$ cat src/rtl/encrypt_channel_arbiter.sv
// encrypt_channel_arbiter
// Shares one byte-wide encrypt/decrypt unit between NUM_REQ requesters.
// A round-robin arbiter issues at most one byte per cycle to the unit. Each
// issued byte's requester id goes into an in-flight tag FIFO. Each unit
// result is popped against that FIFO and returned with its id. Issue is
// credit-limited so that the tag FIFO can never overflow.
// Optional build macro: ARB_GRANT_COUNT_EN adds per-requester 16-bit grant
// counters on output grant_cnt.
module encrypt_channel_arbiter #(
  parameter int NUM_REQ      = 4,
  parameter int ID_W         = 2,
  parameter int MAX_INFLIGHT = 4
) (
  input  logic                           clk,
  input  logic                           rst,
  input  logic [NUM_REQ-1:0]             req_valid,
  input  logic [8*NUM_REQ-1:0]           req_data,
  output logic [NUM_REQ-1:0]             req_ready,
  output logic                           unit_en,
  output logic [7:0]                     unit_din,
  input  logic                           unit_v,
  input  logic [7:0]                     unit_dout,
  output logic                           rsp_valid,
  output logic [7:0]                     rsp_data,
  output logic [ID_W-1:0]                rsp_id,
  output logic [$clog2(MAX_INFLIGHT):0]  inflight,
  output logic                           err_orphan
`ifdef ARB_GRANT_COUNT_EN
  ,
  output logic [16*NUM_REQ-1:0]          grant_cnt
`endif
);

  localparam int PTR_W = $clog2(MAX_INFLIGHT);
  localparam int CNT_W = PTR_W + 1;

  // Arbitration and issue state
  logic [ID_W-1:0]  r_ptr;
  logic             r_unit_en;
  logic [7:0]       r_unit_din;

  // Result path state
  logic             r_rsp_valid;
  logic [7:0]       r_rsp_data;
  logic [ID_W-1:0]  r_rsp_id;
  logic             r_err_orphan;

  // Tag FIFO. Its occupancy is, by definition, the outstanding byte count.
  logic [ID_W-1:0]  r_tag_mem [MAX_INFLIGHT];
  logic [PTR_W-1:0] r_wr_ptr;
  logic [PTR_W-1:0] r_rd_ptr;
  logic [CNT_W-1:0] r_inflight;

  logic             w_found;
  logic [ID_W-1:0]  w_gnt_id;
  logic             w_credit;
  logic             w_hs;
  logic             w_empty;
  logic             w_pop;
  logic             w_orphan;
  logic [7:0]       w_gnt_byte;
  logic [ID_W-1:0]  w_head_tag;
  logic [ID_W-1:0]  w_ptr_next;

  // Round-robin search: first valid requester at or after the pointer, wrapping
  always_comb begin
    // NOTE: every variable written here gets a default first, so no path can
    // leave it unassigned and synthesis cannot infer a latch.
    w_found  = 1'b0;
    w_gnt_id = '0;
    for (int k = 0; k < NUM_REQ; k++) begin
      if (!w_found && req_valid[(int'(r_ptr) + k) % NUM_REQ]) begin
        w_found  = 1'b1;
        w_gnt_id = ID_W'((int'(r_ptr) + k) % NUM_REQ);
      end
    end
  end

  // A full FIFO may still accept a push when a result frees a slot this cycle.
  // At full occupancy the FIFO is non-empty, so that result is never an orphan.
  assign w_credit   = (r_inflight < CNT_W'(MAX_INFLIGHT)) ||
                      ((r_inflight == CNT_W'(MAX_INFLIGHT)) && unit_v);
  assign w_hs       = !rst && w_found && w_credit;
  assign req_ready  = w_hs ? (NUM_REQ'(1) << w_gnt_id) : '0;
  assign w_gnt_byte = req_data[8*int'(w_gnt_id) +: 8];
  assign w_ptr_next = (w_gnt_id == ID_W'(NUM_REQ - 1)) ? '0 : w_gnt_id + ID_W'(1);

  // Emptiness is judged before this cycle's push, so a push and a result in
  // the same cycle on an empty FIFO do not bypass: the result is an orphan.
  assign w_empty    = (r_inflight == '0);
  assign w_pop      = unit_v && !w_empty;
  assign w_orphan   = unit_v && w_empty;
  assign w_head_tag = r_tag_mem[r_rd_ptr];

  // Pointer, unit drive, response register, FIFO pointers/count, orphan flag
  always_ff @(posedge clk) begin
    // NOTE: state registers use non-blocking assignments, so every right-hand
    // side reads the value from before this edge, whatever the statement order.
    if (rst) begin
      r_ptr        <= '0;
      r_unit_en    <= 1'b0;
      r_unit_din   <= '0;
      r_rsp_valid  <= 1'b0;
      r_rsp_data   <= '0;
      r_rsp_id     <= '0;
      r_err_orphan <= 1'b0;
      r_wr_ptr     <= '0;
      r_rd_ptr     <= '0;
      r_inflight   <= '0;
    end else begin
      r_unit_en   <= w_hs;
      r_rsp_valid <= w_pop;
      if (w_hs) begin
        r_ptr      <= w_ptr_next;
        r_unit_din <= w_gnt_byte;
        r_wr_ptr   <= r_wr_ptr + PTR_W'(1);
      end
      if (w_pop) begin
        r_rsp_data <= unit_dout;
        r_rsp_id   <= w_head_tag;
        r_rd_ptr   <= r_rd_ptr + PTR_W'(1);
      end
      case ({w_hs, w_pop})
        2'b10:   r_inflight <= r_inflight + CNT_W'(1);
        2'b01:   r_inflight <= r_inflight - CNT_W'(1);
        default: r_inflight <= r_inflight;
      endcase
      if (w_orphan) begin
        r_err_orphan <= 1'b1;
      end
    end
  end

  // Tag storage write port
  always_ff @(posedge clk) begin
    // NOTE: the tag storage has no reset. Clearing the pointers and the count
    // already makes every entry unreachable, so stale contents are harmless.
    if (w_hs) begin
      r_tag_mem[r_wr_ptr] <= w_gnt_id;
    end
  end

  assign unit_en    = r_unit_en;
  assign unit_din   = r_unit_din;
  assign rsp_valid  = r_rsp_valid;
  assign rsp_data   = r_rsp_data;
  assign rsp_id     = r_rsp_id;
  assign inflight   = r_inflight;
  assign err_orphan = r_err_orphan;

`ifdef ARB_GRANT_COUNT_EN
  logic [15:0] r_grant_cnt [NUM_REQ];

  // Per-requester handshake counters; wrap naturally at 16 bits
  always_ff @(posedge clk) begin
    if (rst) begin
      for (int i = 0; i < NUM_REQ; i++) begin
        r_grant_cnt[i] <= '0;
      end
    end else if (w_hs) begin
      r_grant_cnt[w_gnt_id] <= r_grant_cnt[w_gnt_id] + 16'd1;
    end
  end

  for (genvar gi = 0; gi < NUM_REQ; gi++) begin : g_cnt_out
    assign grant_cnt[16*gi +: 16] = r_grant_cnt[gi];
  end
`endif

endmodule

$ cat config.mk
export PLATFORM = sky130hd
export DESIGN_NAME = encrypt_channel_arbiter
export DESIGN_NICKNAME = d
export VERILOG_FILES = /design/src/rtl/encrypt_channel_arbiter.sv
export SDC_FILE = /design/constraint.sdc
export NUM_CORES = 1
export LEC_CHECK = 0
export ABC_AREA = 1
export BUFFER_PORTS_ARGS = -buffer_cell sky130_fd_sc_hd__buf_4
export CAP_MARGIN = 25
export CELL_PAD_IN_SITES_DETAIL_PLACEMENT = 1
export CELL_PAD_IN_SITES_GLOBAL_PLACEMENT = 1
export CORE_MARGIN = 4
export CORE_UTILIZATION = 35
export DETAILED_ROUTE_END_ITERATION = 10
export GPL_ROUTABILITY_DRIVEN = 0
export PLACE_DENSITY_LB_ADDON = 0.1
export SYNTH_ARGS = -nofsm -noshare
export SYNTH_HDL_FRONTEND = slang
export SYNTH_SLANG_ARGS = --single-unit
$ cat constraint.sdc
create_clock -name clk -period 3.2 [get_ports clk]
set_clock_uncertainty 0.1 [all_clocks]
set_input_delay 0.64 -clock clk [delete_from_list [all_inputs] [get_ports clk]]
set_output_delay 0.64 -clock clk [all_outputs]
set_load 0.01 [all_outputs]
== Word level (Yosys, flattened, before mapping) ==
Memory sizes are Yosys's and may differ from the RTL's. A register that Yosys moved wholly into a read port is not among the register bits.
Cells that the tools add are included.
Word-level totals
  bits in registers: 28
  RAM bits: 8
  input bits: 47
  output and inout port bits: 28
  word-level logic and storage cells: 75
  memories: 1
Operators by class
  $add $sub $neg: 8
  magnitude comparators: 5
  eq/ne operators: 4
  shifts and indexed selects: 2
  muxes and demuxes: 24
  bitwise logic cells: 3
  reductions and logical operators: 19
Memories
  r_tag_mem: words 4, width 2, rd ports 1, clocked after Yosys merged registers in 1, write ports 1, line 49  | logic [ID_W-1:0] r_tag_mem [MAX_INFLIGHT];
Operators by type and width (number)
  indexed part select 32 x 6 -> 8 bit: 1
  two-way mux 1 bit: 13
  < comparator 3 x 4 -> 1 bit (second input constant): 3
  two-way mux 2 bit: 5
  adder 2 x 1 -> 2 bit (second input constant): 4
  binary-select mux 1 bit (select 2 bit): 4
  logical AND 1 bit: 8
  case mux 3 bit (2 select lines): 1
  OR reduction 2 bit: 3
  logical NOT 1 bit: 5
  adder 2 bit (second input constant): 2
  == test 2 bit (second input constant): 2
  two-way mux 4 bit: 1
  << shifter 1 x 2 -> 4 bit (first input constant): 1
  adder 3 x 1 -> 3 bit (second input constant): 1
  bitwise AND 1 bit (first input constant): 3
  == test 3 bit (second input constant): 1
  logical NOT 3 bit: 1
  < comparator 2 x 3 -> 1 bit (second input constant): 1
  < comparator 3 bit (second input constant): 1
  subtractor 3 x 1 -> 3 bit (second input constant): 1
  == test 2 x 1 -> 1 bit (second input constant): 1
  nonzero test 2 bit: 1
  logical OR 1 bit: 1

== Logic depth before layout (Yosys ltp) ==
  depth after elaboration: 18
  gate-level depth with buffers: 16
  depth with buffers taken out: 15

== Worst setup path before layout ==
OpenSTA, ideal clock, no wires.
  path type: input to register
  from: input port req_valid[1]
  to: register r_inflight[2] (netlist: inflight[2])
  library setup time: 0.122 ns
  data arrival time: 2.487 ns
  data required time: 2.978 ns
  slack: 0.491 ns
  cell stages on the path: 15
  buffers on the path: 1
  path through: inv_1 nand2_1 nand3_1 nand2_2 nor2_4 nand3_4 nand2_2 buf_2 ha_1 inv_1 fa_1 a21oi_1 o21ai_0 o21ai_0 a21oi_1
Between the ends
  word-level cells in the longest chain between the ends: 16
  elaborated cells on any way between the ends: 27
  those cells by class: eq/ne (2); mux (16); reduce/logical (9)
RTL lines
  start, declared: line 16  | input logic [NUM_REQ-1:0] req_valid,
  binary-select mux 1 bit (select 2 bit): line 72  | if (!w_found && req_valid[(int'(r_ptr) + k) % NUM_REQ]) begin
  two-way mux 1 bit (not written as such): line 72
  two-way mux 1 bit: line 72
  logical NOT 1 bit: line 72
  logical AND 1 bit: line 72
  two-way mux 1 bit: line 72
  logical NOT 1 bit: line 72
  logical AND 1 bit: line 72
  two-way mux 1 bit: line 72
  logical NOT 1 bit: line 72
  logical AND 1 bit: line 72
  two-way mux 1 bit *: line 72
  logical AND 1 bit * (2 in series): line 83  | assign w_hs = !rst && w_found && w_credit;
  == test 2 x 1 -> 1 bit or == test 2 bit (tied branches): line 123  | case ({w_hs, w_pop})
  case mux 3 bit (2 select lines) or nonzero test 2 bit (tied branches)
  end signal, assigned: line 124  | 2'b10: r_inflight <= r_inflight + CNT_W'(1);
  end signal, assigned: line 125  | 2'b01: r_inflight <= r_inflight - CNT_W'(1);
  end signal, assigned: line 126  | default: r_inflight <= r_inflight;
  end, declared: line 52  | logic [CNT_W-1:0] r_inflight;
Every way passes the cells marked *; elsewhere a longest branch is shown, timed or not. The select of a mux whose other input is x is not followed.
A chain may end at the register's enable or synchronous reset.

== Final worst setup path ==
  from: register r_ptr[1]
  to: output port req_ready[0]
Between the ends
  word-level cells in the longest chain between the ends: 15
  elaborated cells on any way between the ends: 32
  those cells by class: add/sub (3); shift (1); mux (20); reduce/logical (8)
RTL lines
  start, declared: line 38  | logic [ID_W-1:0] r_ptr;
  start signal, assigned: line 114  | r_ptr <= w_ptr_next;
  adder 2 x 1 -> 2 bit or binary-select mux 1 bit (select 2 bit) (tied branches): line 72, 74
  binary-select mux 1 bit (select 2 bit) or two-way mux 1 bit (tied branches): line 72
  two-way mux 1 bit (not written as such): line 72
  two-way mux 1 bit (not written as such) or logical NOT 1 bit (tied branches): line 72
  logical AND 1 bit: line 72
  two-way mux 1 bit: line 72
  logical NOT 1 bit: line 72
  logical AND 1 bit: line 72
  two-way mux 1 bit: line 72
  logical NOT 1 bit: line 72
  logical AND 1 bit: line 72
  two-way mux 1 bit: line 72
  logical AND 1 bit (2 in series): line 83
  two-way mux 4 bit *: line 84  | assign req_ready = w_hs ? (NUM_REQ'(1) << w_gnt_id) : '0;
  end, declared: line 18  | output logic [NUM_REQ-1:0] req_ready,
Marked as above.

==> results.md <==
- The number of pins with negative max-slew slack in the final report was 0.
- Of the total power, the share spent switching nets is 0.468.
- The wire length of the first global-routing pass is 10,300 µm.
- The initial core utilization is 0.359.
- Global routing finished with a remaining overflow of 0.
- The class of the tightest hold or removal check is reg -> reg.
- The total net switching power is about 0.0015 W.
- The count of hold-fix buffers inserted at cts is 0.
- The detailed router finished its first iteration with 65 violations.
- The repair_antennas step left the layout with diodes totalling 0.
- The reg-to-reg setup timing slack is 0.58 ns.
- Pin placement for this block handled between 70 and 80 I/O pins.
- The maximum buffer depth of the clock tree is 2.
- The post-place instance area is about 2900 µm².
- The hold violation total from the final report came to 0.
- The mean number of vias per cell is 4.64.
- Of the synthesized area, sequential elements account for 0.369.
- After detailed routing, the number of remaining DRC violations is 0.
- Static timing analysis puts the maximum clock frequency at around 340 MHz.
- The sequential cell fraction of total power is 0.247.
- The via count of the first global-routing pass was 2,274.
- The finished cells cover roughly 3000 µm².
- The detailed-route via count is 2,278.
- The die covers around 7900 µm².
- The count of buffers added on input and output ports is 74.
- The synthesized area divided by synthesized cell count is 6.78 µm².
- The die is around 89 µm wide.
- The Yosys warning count is 0.
- The setup TNS is 0 ns.
- After synthesis the netlist holds a flip-flop and latch count of 38.
- Power spread over the standard cell area amounts to between 1000 and 1500 nW/µm².
- Clock-pin slew was measured on the worst setup and hold paths at 0.07 ns.
- The number of library cell types mapped by synthesis is 24.
- The leakage power figure is ~1.6 nW.
- The critical path is of the reg -> out type.
- Entering global routing, the biggest net connects 27 pins.
- The mapped netlist covers ~2300 µm².
- After the flow finishes, the layout carries non-filler instances totaling 491.
- The number of nets produced by synthesis is between 300 and 400.
- Across every metal layer, demand over resource in global routing totals 0.166.
- The clock period could shrink to between 2 and 3 ns.
- The final wirelength is slightly above 6000 µm.
- The largest fanout on the critical path is 18.
- Summed over all nets, the half-perimeter wirelength after detailed placement is 4750 µm.
- The die is between 80 and 90 µm tall.
- The number of cells in the design after placement is between 400 and 500.
- The tightest hold margin is 0.354 ns.
- The root buffer cell chosen for the clock tree is sky130_fd_sc_hd__clkbuf_8.
- Setup violations remaining at the end of the flow were counted as 0.
- In the finished design, the share of the clock period the worst path needs comes to 0.918.
- Setup repair after global routing left no endpoint under its margin.
- STA classifies the critical path startpoint as a flip-flop.
- The clock reaches the later pin of the worst-skew pair after 0.29 ns.
- The share of total power dissipated in combinational logic is 0.624.
- The required time of the critical path is 2.46 ns.
- The run finished with clean final reports.
- Buffers inserted during clock tree synthesis total 5.
- The share of total power dissipated in the clock network is 0.129.
- The number of antenna violations at the first check in global routing is 0.
- TritonCTS built the clock tree.
- Dividing the detail-routed wire length by the instance count gives 12.5 µm.
- The final core utilization is 0.480.
- The worst path arrival time is 2.20 ns.
- Leaving out fill and tap cells, the most frequent cells in the layout are 82 x sky130_fd_sc_hd__buf_4, 74 x sky130_fd_sc_hd__nand2_1, 59 x sky130_fd_sc_hd__inv_1, 39 x sky130_fd_sc_hd__nor2_1, 32 x sky130_fd_sc_hd__nand3_1.
- The H-tree was split into 2 levels.
- The final layout contains 470 nets.
- The library cell used most frequently in the layout, excluding fill and tap cells, is sky130_fd_sc_hd__buf_4.
- The core region is roughly 6300 µm².
- The transition time at the pin with the least slew margin is about 0.73 ns.
- Headroom to the max-slew limit came out at 0.513.
- The initialized floorplan defines 29 standard-cell rows.
- Of the cells placed in the final design, the portion with a size suffix greater than 1 is 0.261.
- Cell internal power was estimated by the tool at approximately 0.0017 W.
- The pre-antenna-repair detailed-routing pass consisted of 6 iterations.
- In this run the remaining antenna-violating nets after routing total 0.
- The worst-case IR drop observed on VDD is between 0.6 and 0.7 mV.
- The CTS sink count is 38.
- STA classifies the critical path endpoint as an output pin.
- The count of max-cap constraint violations is 0.
- In the synthesized netlist, the number of instances is about 340.
- The synthesis-to-finish area growth is 33.6%.
-- final cells by class --
| cell class | instances | area (µm²) |
|---|---|---|
| Inverter | 65 | 249 |
| Multi-Input combinational cell | 221 | 1130 |
| Fill cell | 863 | 3300 |
| Clock inverter | 1 | 30.0 |
| Timing Repair Buffer | 82 | 616 |
| Tap cell | 77 | 96.3 |
| Clock buffer | 7 | 86.3 |
| Sequential cell | 38 | 841 |
-- power groups by stage --
stage | logic (W) | registers (W) | clock network [W]
global route | 0.00236 | 0.000828 | 0.000456
global placement | 0.00196 | 0.000813 | 0
detailed placement | 0.00203 | 0.000817 | 0
CTS | 0.00204 | 0.000808 | 0.000435
finish | 0.00203 | 0.000805 | 0.000419
floorplan | 0.00134 | 0.000856 | 0
-- cell usage after synthesis (all sizes together) --
master	n	share of area
nand2	82	0.15
inv	64	0.11
nor2	41	0.072
nand3	36	0.094
dfxtp	30	0.26
o21ai	24	0.053
nand4	16	0.044
a21oi	10	0.022
ha	9	0.049
buf	8	0.023
edfxtp	8	0.11
clkbuf	4	0.0066
a31oi	2	0.0055
clkinv	1	0.0016
fa	1	0.0088
-- worst paths after layout --
path / end / startpoint / cells past startpoint
max: req_ready[0] / r_ptr[1] / 13
min: err_orphan / err_orphan / 2
max reg2reg: inflight[2] / r_ptr[1] / 15
min reg2reg: err_orphan / err_orphan / 2
-- kinds of logic after synthesis --
group,after synthesis,synth area share
AOI/OAI and AO/OA,36,0.0801
adders and majority gates,10,0.0582
buffers and inverters,77,0.137
DFF,38,0.369
and+or+nand+nor,175,0.356
-- critical path, stage by stage, from the launching register on --
cell                      delay (ns)
sky130_fd_sc_hd__dfxtp_1        0.44
sky130_fd_sc_hd__inv_2          0.10
sky130_fd_sc_hd__nand2_2        0.07
sky130_fd_sc_hd__nand2_2        0.09
sky130_fd_sc_hd__nand2_1        0.13
sky130_fd_sc_hd__inv_2          0.05
sky130_fd_sc_hd__nor2_2         0.12
sky130_fd_sc_hd__nand3_4        0.13
sky130_fd_sc_hd__nand3_4        0.11
sky130_fd_sc_hd__buf_4          0.23
sky130_fd_sc_hd__ha_1           0.17
sky130_fd_sc_hd__inv_1          0.04
sky130_fd_sc_hd__nor2_1         0.10
sky130_fd_sc_hd__buf_4          0.13
-- sequential cells by signal, summed over array words and instances (netlist names), 2 cells and up --
register and cells:
rsp_data 8, r_ptr 2, r_tag_mem 8, r_wr_ptr 2
r_rd_ptr 2, rsp_id 2, unit_din 8, inflight 3
-- routing by layer --
metal / part of all wire / wire, µm / global-route usage / up-vias
met5: 0 / 0 / 0 / -
met4: 0.0078 / 48 / 0.0577 / 0
met3: 0.053 / 323 / 0.0317 / 5
met2: 0.48 / 2920 / 0.275 / 50
met1: 0.46 / 2830 / 0.216 / 1021
li1: - / - / - / 1202
-- per-stage QoR --
| step | setup WS (ns) | total power (W) |
|---|---|---|
| after floorplan | 0.491 | 0.00219 |
| after global placement | 0.264 | 0.00278 |
| after detailed placement | 0.165 | 0.00284 |
| after CTS | 0.124 | 0.00328 |
| after global routing | 0.0128 | 0.00364 |
| final | 0.263 | 0.00326 |
-- what timing repair did --
action                                  in CTS  in global routing
buffers inserted                             0                  1
endpoints found under the setup margin       0                  3
gates resized for setup                      0                  2
No activity file was read; power rests on OpenSTA's default activity.
